### config.mk
export PLATFORM = sky130hd
export DESIGN_NAME = pc_gen
export DESIGN_NICKNAME = d
export VERILOG_FILES = /design/src/rtl/pc_gen_pkg.sv /design/src/rtl/pc_next_sel.sv /design/src/rtl/pc_gen.sv
export SDC_FILE = /design/constraint.sdc
export NUM_CORES = 1
export LEC_CHECK = 0
export CORE_ASPECT_RATIO = 0.7
export CORE_MARGIN = 2
export CORE_UTILIZATION = 35
export CTS_BUF_LIST = sky130_fd_sc_hd__clkbuf_2 sky130_fd_sc_hd__clkbuf_4 sky130_fd_sc_hd__clkbuf_8
export CTS_CLUSTER_SIZE = 20
export DETAILED_ROUTE_END_ITERATION = 12
export GPL_TIMING_DRIVEN = 0
export PLACE_DENSITY = 0.68
export SLEW_MARGIN = 30
export SYNTH_ARGS = -nofsm -noshare
export SYNTH_HDL_FRONTEND = slang
export SYNTH_HIERARCHICAL = 1
export SYNTH_SLANG_ARGS = --single-unit
### constraint.sdc
create_clock -name clk -period 3.8 [get_ports clk]
set_clock_uncertainty 0.2 [all_clocks]
set_input_delay 0.57 -clock clk [delete_from_list [all_inputs] [get_ports clk]]
set_output_delay 0.57 -clock clk [all_outputs]
set_load 0.02 [all_outputs]
### src/rtl/pc_gen_pkg.sv
// pc_gen_pkg -- shared types and constants for the program-counter generator.
//
// Contents:
//   state_t     : fetch FSM state (RUN / WAIT / HALT)
//   STEP_FULL   : PC increment for a full-width (32-bit) instruction
//   STEP_COMP   : PC increment for a compressed (16-bit) instruction
//   ALIGN_BITS  : number of low address bits that must be zero for a legal PC
//
// Configuration macro: PC_GEN_COMPRESSED_EN
//   undefined -> 4-byte alignment (bits[1:0] must be zero)
//   defined   -> 2-byte alignment (bit0 must be zero)
package pc_gen_pkg;

  typedef enum logic [1:0] {
    RUN  = 2'd0,
    WAIT = 2'd1,
    HALT = 2'd2
  } state_t;

  localparam int STEP_FULL = 4;
  localparam int STEP_COMP = 2;

`ifdef PC_GEN_COMPRESSED_EN
  localparam int ALIGN_BITS = 1;
`else
  localparam int ALIGN_BITS = 2;
`endif

endpackage

### src/rtl/pc_next_sel.sv
// pc_next_sel -- combinational next-PC / next-state selection.
//
// Priority: trap > redirect > stall > sequential. HALT ignores everything
// except a trap. A redirect whose target has nonzero alignment bits is
// rejected: the PC is held, the FSM goes to HALT and misalign is raised for
// the owner of the registers to capture.
//
// Ports:
//   state           : current FSM state
//   pc              : current PC
//   pc_plus         : PC + step (computed by the owner)
//   stall           : hold PC and state
//   fetch_ready     : fetch stage accepts the PC this cycle
//   redirect_valid  : branch/jump taken
//   redirect_target : branch/jump destination
//   trap_valid      : trap entry
//   trap_vector     : trap handler address (low alignment bits are dropped)
//   next_pc         : PC for the next edge
//   next_state      : FSM state for the next edge
//   misalign        : current redirect is misaligned and is being rejected
module pc_next_sel
  import pc_gen_pkg::*;
#(
  parameter int XLEN = 32
) (
  input  state_t            state,
  input  logic [XLEN-1:0]   pc,
  input  logic [XLEN-1:0]   pc_plus,
  input  logic              stall,
  input  logic              fetch_ready,
  input  logic              redirect_valid,
  input  logic [XLEN-1:0]   redirect_target,
  input  logic              trap_valid,
  input  logic [XLEN-1:0]   trap_vector,
  output logic [XLEN-1:0]   next_pc,
  output state_t            next_state,
  output logic              misalign
);

  // Mask of the address bits that must be zero in a legal PC.
  localparam logic [XLEN-1:0] LOW_MASK = XLEN'((1 << ALIGN_BITS) - 1);

  logic target_misaligned;

  assign target_misaligned = |(redirect_target & LOW_MASK);

  always_comb begin
    next_pc    = pc;
    next_state = state;
    misalign   = 1'b0;

    if (trap_valid) begin
      next_pc    = trap_vector & ~LOW_MASK;
      next_state = RUN;
    end else if (state == HALT) begin
      next_pc    = pc;
      next_state = HALT;
    end else if (redirect_valid) begin
      if (target_misaligned) begin
        misalign   = 1'b1;
        next_state = HALT;
      end else begin
        next_pc    = redirect_target;
        next_state = RUN;
      end
    end else if (stall) begin
      next_pc    = pc;
      next_state = state;
    end else if (fetch_ready) begin
      // RUN and WAIT both present a valid PC, so ready means accept here.
      next_pc    = pc_plus;
      next_state = RUN;
    end else begin
      next_pc    = pc;
      next_state = WAIT;
    end
  end

endmodule

### src/rtl/pc_gen.sv
// pc_gen -- program-counter generator for the instruction fetch stage.
//
// Holds the PC, the RUN/WAIT/HALT fetch FSM, the misaligned-redirect error
// capture and a saturating count of accepted fetches. Next-PC selection is
// done in pc_next_sel.
//
// Configuration macro: PC_GEN_COMPRESSED_EN
//   defined   -> adds input is_compressed; step is 2 or 4, 2-byte alignment
//   undefined -> step is always 4, 4-byte alignment
//
// Parameters:
//   XLEN         : PC / target width
//   RESET_VECTOR : PC loaded by reset
//   CNT_W        : width of fetch_count
//
// Ports:
//   clk             : clock
//   Reset           : asynchronous active-high reset
//   stall           : freeze PC with no advance
//   redirect_valid  : branch/jump taken
//   redirect_target : branch/jump destination
//   trap_valid      : trap entry (highest priority, also exits HALT)
//   trap_vector     : trap handler address
//   fetch_ready     : fetch stage accepts PC this cycle
//   is_compressed   : (PC_GEN_COMPRESSED_EN only) current instruction is 16-bit
//   fetch_valid     : PC is valid for fetch
//   PC              : current fetch address
//   PCPlus          : PC + step, combinational
//   misalign_err    : one-cycle pulse on a rejected misaligned redirect
//   bad_addr        : last rejected misaligned target
//   fetch_count     : saturating count of accepted fetches
module pc_gen
  import pc_gen_pkg::*;
#(
  parameter int              XLEN         = 32,
  parameter logic [XLEN-1:0] RESET_VECTOR = 32'h0000_0000,
  parameter int              CNT_W        = 16
) (
  input  logic              clk,
  input  logic              Reset,
  input  logic              stall,
  input  logic              redirect_valid,
  input  logic [XLEN-1:0]   redirect_target,
  input  logic              trap_valid,
  input  logic [XLEN-1:0]   trap_vector,
  input  logic              fetch_ready,
`ifdef PC_GEN_COMPRESSED_EN
  input  logic              is_compressed,
`endif
  output logic              fetch_valid,
  output logic [XLEN-1:0]   PC,
  output logic [XLEN-1:0]   PCPlus,
  output logic              misalign_err,
  output logic [XLEN-1:0]   bad_addr,
  output logic [CNT_W-1:0]  fetch_count
);

  function automatic logic [CNT_W-1:0] sat_inc(input logic [CNT_W-1:0] v);
    return (&v) ? v : v + CNT_W'(1);
  endfunction

  state_t            state;
  state_t            next_state;
  logic [XLEN-1:0]   next_pc;
  logic [XLEN-1:0]   step;
  logic              misalign;
  logic              accept;

`ifdef PC_GEN_COMPRESSED_EN
  assign step = is_compressed ? XLEN'(STEP_COMP) : XLEN'(STEP_FULL);
`else
  assign step = XLEN'(STEP_FULL);
`endif

  // Modulo 2^XLEN: the carry out of the top bit is simply dropped.
  assign PCPlus = PC + step;
  assign accept = fetch_valid & fetch_ready;

  pc_next_sel #(
    .XLEN (XLEN)
  ) u_sel (
    .state           (state),
    .pc              (PC),
    .pc_plus         (PCPlus),
    .stall           (stall),
    .fetch_ready     (fetch_ready),
    .redirect_valid  (redirect_valid),
    .redirect_target (redirect_target),
    .trap_valid      (trap_valid),
    .trap_vector     (trap_vector),
    .next_pc         (next_pc),
    .next_state      (next_state),
    .misalign        (misalign)
  );

  // fetch_valid is registered from next_state so it always tracks the FSM
  // (low only in HALT) without a decode after the flop.
  always_ff @(posedge clk or posedge Reset) begin
    if (Reset) begin
      state        <= RUN;
      PC           <= RESET_VECTOR;
      fetch_valid  <= 1'b1;
      misalign_err <= 1'b0;
      bad_addr     <= '0;
      fetch_count  <= '0;
    end else begin
      state        <= next_state;
      PC           <= next_pc;
      fetch_valid  <= (next_state != HALT);
      misalign_err <= misalign;
      if (misalign) begin
        bad_addr <= redirect_target;
      end
      if (accept) begin
        fetch_count <= sat_inc(fetch_count);
      end
    end
  end

endmodule

# Yosys cells after proc, flatten, opt, wreduce, memory -nomap -nowiden
# Index checks and enable logic that the tools add are counted.
[op_classes]
n_reduce_logical = 5
bitwise = 2
eq_ne = 5
mux = 16
add_sub_neg = 2
[ops]
columns = ["cell", "count"]
rows = [
  ["32-bit two-way mux", 6],
  ["32-bit by 3-bit adder with 32-bit output, second input constant", 1],
  ["16-bit by 1-bit adder with 16-bit output, second input constant", 1],
  ["16-bit AND reduction", 1],
  ["2-bit two-way mux", 5],
  ["1-bit two-way mux", 5],
  ["2-bit != test, second input constant", 2],
  ["4-bit AND reduction", 1],
  ["3-bit by 1-bit != test with 1-bit output, second input constant", 1],
  ["3-bit != test, second input constant", 1],
  ["3-bit nonzero test", 1],
  ["2-bit equality test, second input constant", 1],
  ["2-bit AND reduction", 1],
  ["2-bit OR reduction", 1],
  ["1-bit AND", 1],
  ["1-bit NOT", 1],
]
[word_totals]
reg_bits = 84
wordCells = 36

# Longest topological paths before layout
[depth]
ltp_word = 6
mapped_depth = 7
ltp_nobuf = 7

# By module
# The synthesis kept the hierarchy.
[by_module_without_submodules]
columns = ["module", "cells_per_inst", "instances", "seq_area_each_um2", "area_each_um2"]
rows = [
  ["pc_gen", 267, 1, 2103.3, 3505.9],
  ["pc_next_sel", 155, 1, 0.0, 1257.5],
]

# Worst setup path before layout
# OpenSTA, ideal clock, no wires.
[synth_path]
path_type = "reg2out"
startpoint = "reg PC[5]"
endpoint = "out PCPlus[29]"
path_stages_with_launch = 6
path_slack_ps = 949
arrival_ps = 2081
cell_sequence = "dfrtp_1 nand4_4 or4_4 buf_6 nor4_4 xor2_1"
[synth_via]
elab_chain_len = 1
[synth_rtl]
columns = ["element", "line_no", "rtl"]
rows = [
  ["start, declared", "pc_gen.sv:51", "output logic [XLEN-1:0] PC,"],
  ["start signal, assigned", "pc_gen.sv:108", "PC <= next_pc;"],
  ["32-bit by 3-bit adder with 32-bit output", "pc_gen.sv:76", "assign PCPlus = PC + step;"],
  ["end, declared", "pc_gen.sv:52", "output logic [XLEN-1:0] PCPlus,"],
]
# No other way between the ends.

# Worst setup path after layout
[layout_path]
startpoint = "reg PC[5]"
endpoint = "out PCPlus[28]"
# The elaborated chain is that of the path after synthesis.

==> results.ini <==
[clock_tree]
htreeDepth = 3
cts_sinks = 84
worstSkewPairLatency_ps = 370
clkTransAtPathRegs_ps = 100
clk_path_buf_depth = 2
cts_buffers = 9
root_buffer = clkbuf_8
cts_hold_buf = 0
cts_tree = built

[yosys]
synthTopCellsByCount = 83 x dfrtp_1, 49 x nand2_1, 34 x mux2_2
ys_seq_elements = 84
ys.flop_type = dfrtp_1
synth.top_cell.area_share = 0.4360
yosysWarnings = 6
synth_area_leader_cell = dfrtp_1
synth_cells = 422
synth_most_common_cell = dfrtp_1
syn_area_mm2 = 0.004763
synthTopCellsByArea = dfrtp_1 44%, a221oi_2 9.5%, mux2_2 8.0%
ys_async_sr_fraction = 1.000
syn_avg_cell_area_um2 = 11.29
synth_nets = 494
yosysUniqueCellTypes = 44
synth_edf_count = 0
ys_seq_area_frac = 0.4416

[timing]
drv_slew = 0
tightest_slew_ps = 824.1
setup_slack_ps = 134.7
slew_headroom = 0.4506
hold_violations = 0
fmax_mhz = 272.8
fin_hold_ws_ps = 310.5
setup_viol = 0
fin_crit_sh = 0.9645
rsz0062_at_grt = yes
min_period_ps = 3665

[die]
top_level_ports = 184
fp.dieW_um = 143.4
die_y_um = 101.6
coreArea_mm2 = 0.01323
die-area_mm2 = 0.01457
rows = 35
start_util = 0.3602

[placed_design]
port_buffers = 180
dpl.hpwl_um = 11110
placed_area_mm2 = 0.006829
pre_cts_slack_ps = 240.6
place_congestion = 0.8162
dp.cells = 788

[cells_and_area]
utilization = 0.5352
finalNonFillerCells = 805
antenna_cells = 0
fin_area_mm2 = 0.007078
synthToLayoutAreaGrowth_pct = 48.59
drive_above_1_share = 0.2371
fin_nets = 687

[setup_path]
endpoint_kind = primary output
critPathMaxFanout = 10
critical_path.startpoint = PC[5]
r2r_start = PC[5]
cp.required_ps = 3030
crit_type = reg -> out
r2r-end = PC[23]
worstSetupStartpointType = flop
endpoint = PCPlus[28]
reg2reg_depth = 8
reg2reg_slack_ps = 1250
crit_arrival_ps = 2900

[min_path]
hold_class = reg -> reg

[detailed_routing]
drt.antenna.violating_nets = 0
totalWireLength_um = 14940
vias = 4090
drt_iter0_markers = 151
route.detailed.drc = 0
via_per_inst = 5.081
drtPass1Iterations = 6
wl_per_cell_um = 18.56

[grt]
grt_max_degree = 57
grt_pass1_wl_um = 23450
grt_antenna_before_repair = 0
grt_pass1_vias = 4288
track_usage = 0.2102
overflow = 0

[power_and_ir_drop]
peakVddDrop_v = 0.0002382
leakage_nw = 2.838
powerDensity_mw_per_mm2 = 426.2

[status]
status = completed

[flow_run]
drv_cap = 0

-- routing by layer --
metal | routed length (µm) | GRT usage
met1 | 6688 | 0.2793
met2 | 6682 | 0.3220
met3 | 1295 | 0.07660
met4 | 278 | 0.06486
met5 | 0 | 0
-- cell families (layout without fill, tap and decap cells) --
group                    count (synthesis)  in the layout  synth area share
AO/OA/AOI/OAI                           71             71            0.1629
XOR/XNOR                                41             41           0.07539
adder cells (fa/ha/maj)                  2              2          0.005253
buffers and inverters                   30            228           0.03992
flip-flops                              84             84            0.4416
multiplexers                            34             34           0.08038
AND/OR/NAND/NOR                        160            160            0.1946
-- flip-flops by register name (all words and copies together), names as in the netlist --
name / flops
PC: 32
bad_addr: 32
fetch_count: 16
state: 2
fetch_valid: 1
misalign_err: 1
-- how the worst min path moves through the flow --
stage / startpoint / endpoint / slack, ps / cells after the start
3_3_place_gp: bad_addr[6] / bad_addr[6] / 290 / 1
6_report: bad_addr[27] / bad_addr[27] / 310 / 1
3_5_place_dp: bad_addr[27] / bad_addr[27] / 290 / 1
4_1_cts: Reset / bad_addr[3] / 320 / 2
5_1_grt: bad_addr[5] / bad_addr[5] / 330 / 1
2_1_floorplan: state[1] / state[1] / 340 / 2
-- where the power goes --
group	internal, mW	switching [mW]	total (mW)
Combinational	0.567	0.577	1.14
Clock	0.312	0.367	0.679
Sequential	1.04	0.152	1.19
Total	1.92	1.10	3.02
-- cell type report --
type                            count  area, µm²
Multi-Input combinational cell    308       2491
Clock buffer                        9      123.9
Inverter                            6      27.53
Sequential cell                    84       2108
Tap cell                          185      231.5
Buffer                             24      167.7
Clock inverter                      7      80.08
Fill cell                        1190       6147
Timing Repair Buffer              182       1848
-- through the flow --
stage | TNS, ps | total power, mW
global route | -12.55 | 3.171
finish | 0 | 3.017
detailed placement | 0 | 2.354
floorplan | 0 | 1.771
global placement | -52120 | 2.323
CTS | 0 | 3.060
-- timing repair --
item | 4_1_cts | 5_1_grt
resized for setup | 4 | 9
endpoints found under the setup margin | 10 | 12
pin swaps | 1 | 0
setup buffers | 1 | 0
-- cell usage in the layout, fill, tap and decap left out, types with 4 or more instances in the layout --
cell type        instances
nor2_1                  13
clkbuf_8                 9
mux2_2                  34
a21oi_1                  7
dfrtp_2                  4
buf_1                    4
xnor2_1                 16
xor2_1                  25
nor4_2                   5
dlymetal6s2s_1           5
buf_2                    5
clkbuf_1                 4
nand2_1                 49
a221oi_2                30
nand3_1                 11
nor2b_1                 30
buf_6                    6
inv_6                    4
inv_1                    5
a21oi_2                 25
clkdlybuf4s50_1        174
buf_4                    5
nor4_1                   4
o21ai_0                  4
dfrtp_1                 79
nand4_1                 13
nor3_1                  10
-- critical path, stage by stage (launching register included) --
cell	delay, ps
dfrtp_2	480
nand4_4	190
or4_4	580
buf_6	160
nor3_1	210
xor2_1	240
clkdlybuf4s50_1	650
Note: power is estimated with default switching activity, not from simulation.
